**src/rtl/updown_counter_ctrl.sv**
```systemverilog
// updown_counter_ctrl: STOP/RUN/CLEAR control FSM, tick prescaler and a
// 0..MAX_COUNT up/down counter driven by single-cycle button pulses.
// Optional build macro UDC_SATURATE_EN: stop at the bounds instead of wrapping.
// All outputs are registered; asynchronous active-high reset.

module updown_counter_ctrl #(
    parameter int unsigned TICK_DIV  = 10_000_000,
    parameter int unsigned MAX_COUNT = 9999,
    localparam int unsigned CW       = $clog2(MAX_COUNT + 1)
) (
    input  logic          clk,
    input  logic          reset,
    input  logic          i_btn_run,
    input  logic          i_btn_clear,
    input  logic          i_btn_mode,
    output logic [CW-1:0] o_count,
    output logic          o_run,
    output logic          o_down,
    output logic          o_tick
);

    localparam int unsigned PW = $clog2(TICK_DIV);
    localparam logic [PW-1:0] PreLast = PW'(TICK_DIV - 1);
    localparam logic [CW-1:0] MaxVal  = CW'(MAX_COUNT);

    typedef enum logic [1:0] {
        StStop,
        StRun,
        StClear
    } state_e;

    state_e        state_q;
    logic [PW-1:0] presc_q;
    logic [CW-1:0] count_q;
    logic          run_q;
    logic          down_q;
    logic          tick_q;

    logic          at_last;
    logic          at_bound;
    logic [CW-1:0] count_next;

    // Step decode and next count value in the current direction (wrapping).
    always_comb begin
        at_last    = (presc_q == PreLast);
        at_bound   = down_q ? (count_q == '0) : (count_q == MaxVal);
        count_next = count_q;
        if (down_q) begin
            count_next = at_bound ? MaxVal : (count_q - CW'(1));
        end else begin
            count_next = at_bound ? '0 : (count_q + CW'(1));
        end
    end

    // Control FSM with prescaler, counter and registered outputs.
    always_ff @(posedge clk or posedge reset) begin
        if (reset) begin
            state_q <= StStop;
            presc_q <= '0;
            count_q <= '0;
            run_q   <= 1'b0;
            down_q  <= 1'b0;
            tick_q  <= 1'b0;
        end else begin
            tick_q <= 1'b0;
            // Direction toggles in every state; a step on this edge still
            // uses the old direction because count_next reads down_q.
            if (i_btn_mode) begin
                down_q <= ~down_q;
            end
            case (state_q)
                StStop: begin
                    // Clear has priority over run when both arrive together.
                    if (i_btn_clear) begin
                        state_q <= StClear;
                        run_q   <= 1'b0;
                    end else if (i_btn_run) begin
                        state_q <= StRun;
                        run_q   <= 1'b1;
                    end
                end
                StRun: begin
                    if (at_last) begin
                        presc_q <= '0;
`ifdef UDC_SATURATE_EN
                        if (at_bound) begin
                            state_q <= StStop;
                            run_q   <= 1'b0;
                        end else begin
                            count_q <= count_next;
                            tick_q  <= 1'b1;
                        end
`else
                        count_q <= count_next;
                        tick_q  <= 1'b1;
`endif
                    end else begin
                        presc_q <= presc_q + PW'(1);
                    end
                    // Clear is ignored while running.
                    if (i_btn_run) begin
                        state_q <= StStop;
                        run_q   <= 1'b0;
                    end
                end
                StClear: begin
                    count_q <= '0;
                    presc_q <= '0;
                    state_q <= StStop;
                    run_q   <= 1'b0;
                end
                default: begin
                    state_q <= StStop;
                    run_q   <= 1'b0;
                end
            endcase
        end
    end

    assign o_count = count_q;
    assign o_run   = run_q;
    assign o_down  = down_q;
    assign o_tick  = tick_q;

endmodule
```
**config.mk**
```make
export PLATFORM = sky130hd
export DESIGN_NAME = updown_counter_ctrl
export DESIGN_NICKNAME = d
export VERILOG_FILES = /design/src/rtl/updown_counter_ctrl.sv
export SDC_FILE = /design/constraint.sdc
export NUM_CORES = 1
export LEC_CHECK = 0
export BUFFER_PORTS_ARGS = -buffer_cell sky130_fd_sc_hd__clkbuf_2
export CAP_MARGIN = 20
export CORE_MARGIN = 4
export CORE_UTILIZATION = 30
export CTS_CLUSTER_SIZE = 28
export DETAILED_ROUTE_END_ITERATION = 12
export SKIP_CTS_REPAIR_TIMING = 1
export SLEW_MARGIN = 5
export SYNTH_ARGS = -nofsm -noshare
export SYNTH_HDL_FRONTEND = slang
export SYNTH_SLANG_ARGS = --single-unit
```
**constraint.sdc**
```tcl
create_clock -name clk -period 7.8 [get_ports clk]
set_clock_uncertainty 0.15 [all_clocks]
set_input_delay 1.17 -clock clk [delete_from_list [all_inputs] [get_ports clk]]
set_output_delay 1.17 -clock clk [all_outputs]
set_load 0.01 [all_outputs]
```
==> flow_summary.ini <==
[yosys]
async_reset_ff_share_pct = 100.0
ys_ff_latch = 42
yosysUniqueCellTypes = 64
synth-compound-area-share_pct = 15.18
syn_inst = 311
synth-simple-area-share_pct = 28.57
syn-num-nets = 322
synth_edf_count = 0
synth-warning-count = 0
yosys.area_share.adder_pct = 2.679
ys_seq_area_share_pct = 37.50
synth_top_family_by_area = simple AND/OR/NAND/NOR gates
synth_ff_type = dfrtp_1
syn_avg_cell_area_sq_um = 9.012
synthXorXnorAreaFrac_pct = 7.500
synth_area_sq_um = 2803
synthMuxAreaShare_pct = 0.4018

[clock_tree]
cts_max_level = 2
cts_root_buffer = clkbuf_8
cts_tree = done
clockBufferDepth = 2
cts_sinks = 42
clk_latency_ns = 0.30
cts_buffers = 5
clk_pin_slew_ns = 0.08

[sta]
period_needed_ns = 2.793
max_freq_mhz = 358.0
min_period_over_period_pct = 35.81
timing.setup.tns_ns = 0
hold_viol = 0
worstMarginPinSlew_ns = 0.8355
rsz0062_at_grt = no
fin_hold_ws_ns = 0.4096
relSlewSlack_pct = 43.52
drv_slew = 0
setup_viol = 0

[power]
irDropWorstVdd_mv = 0.08901
p_leak_uw = 0.001261
total_power_uw = 838.0
powerDensity_nw_per_um2 = 280.5

[routing]
drc = 0
drt_iter0_drc = 164
routed_via_density = 5.337
ant_nets = 0
dr.pass1.iters = 5
wl_per_cell_um = 14.28
vias = 2311
wirelength_um = 6183

[floorplan]
ios = 22
start_util_pct = 30.62
die_x_um = 104.7
dieArea_sq_um = 10950
dieHeight_um = 104.7
core_sq_um = 9153
row_count = 35

[final_layout]
layout_commonest_cell = dfrtp_1
final_nets = 332
drive_above_1_share_pct = 15.53
antenna_cells = 0
final_cell_mix = 42 x dfrtp_1, 32 x nor2_1, 21 x clkbuf_2
area_growth_pct = 6.607

[critical_path]
worstPathMaxFanout = 18
path_cells = ha_1 > nand4_1 > nor4_1 > a31o_2 > and2_1 > nor2_1
worstPathRequired_ns = 7.81
path_delay_family = simple AND/OR/NAND/NOR gates
slowest_stage = nor4_1
critPathCaptureType = flop
cpPeakStageDelay_ns = 0.68
crit_arrival_ns = 2.81
crit_buf_inv = 0
start_kind = flop
path_class = flop to flop

[hold_path]
hp-class = flop to flop

[place]
portBuffers = 21
gp_congestion = 0.7988
dp_hpwl_um = 4329

[global_route]
grt_start_max_net_pins = 43
grt_overflow_total = 0
grt_pass1_vias = 2245
grt_pass1_wl_um = 10750
antenna_found_initial = 0
groute.usage.overall_pct = 11.75

[flow_run]
maxCapViolations = 0

[outcome]
run_status = finished clean
power by group:
part | internal, uW | switching [uW] | leakage, uW
Combinational | 158 | 211 | 0.000647
Sequential | 253 | 63.2 | 0.000566
Clock | 71.6 | 81.0 | 0.0000482
Total | 482 | 356 | 0.00126
final timing paths:
| path | endpoint | start | depth (start not counted) | slack [ns] |
|---|---|---|---|---|
| worst max-delay path | presc_q[11] | presc_q[0] | 6 | 5.01 |
| worst min-delay path | presc_q[23] | presc_q[23] | 2 | 0.41 |
| worst max register to register | presc_q[11] | presc_q[0] | 6 | 5.01 |
| worst min register to register | presc_q[23] | presc_q[23] | 2 | 0.41 |
| max in group asynchronous | presc_q[8] | reset | 3 | 6.32 |
| min in group asynchronous | presc_q[21] | reset | 3 | 0.82 |
layer usage:
metal | GRT usage (%) | vias to the layer above | share of wire (%)
li1 | - | 1141 | -
met5 | 0 | - | 0
met4 | 3.936 | 0 | 1.2
met1 | 15.11 | 1122 | 47
met3 | 2.347 | 7 | 3.7
met2 | 19.74 | 41 | 48
registers in the layout, indices dropped and copies added (netlist names):
name     flops
o_count     14
o_run        1
presc_q     24
state_q      1
o_tick       1
o_down       1
logic make-up after synthesis:
| kind of cell | after synthesis |
|---|---|
| simple gates | 140 |
| compound gates | 61 |
| flops | 42 |
| buf+inv | 37 |
| xor+xnor | 24 |
| fa+ha+maj | 6 |
| mux | 1 |
worst reg2reg max path, delay by kind of cell (launching register included):
kind | cells | cell delay (ns)
DFF | 1 | 0.40
and+or+nand+nor | 4 | 1.53
AOI/OAI and AO/OA | 1 | 0.36
adders and majority gates | 1 | 0.22
through the flow:
stage	cells	cell area, sq um	setup slack [ns]	util (%)
final	433	2988	5.007	32.65
after CTS	433	2988	5.018	32.65
after detailed placement	425	2897	5.039	31.65
after global placement	425	2897	5.186	31.65
after global routing	433	2988	4.842	32.65
after floorplan	311	2803	5.254	-
synth_stat cells (8+ instances only):
master	number	area, sq um
nand3_1	15	75.07
xnor2_1	18	157.7
nand2_1	18	67.56
nor3_1	8	40.04
nand4_1	9	56.30
a21oi_1	8	40.04
nor2_1	32	120.1
inv_1	17	63.81
dfrtp_1	42	1051
nor4_1	10	62.56
o21ai_0	19	95.09
cell type report:
| cell class | count | area [sq um] |
|---|---|---|
| clock inverters | 1 | 5.005 |
| clock buffers | 7 | 86.33 |
| inverters | 17 | 63.81 |
| fillers | 930 | 6165 |
| repair buffers | 23 | 120.1 |
| flip-flops and latches | 42 | 1051 |
| well taps | 111 | 138.9 |
| multi-input cells | 232 | 1523 |
Note: power is estimated with default switching activity, not from simulation.
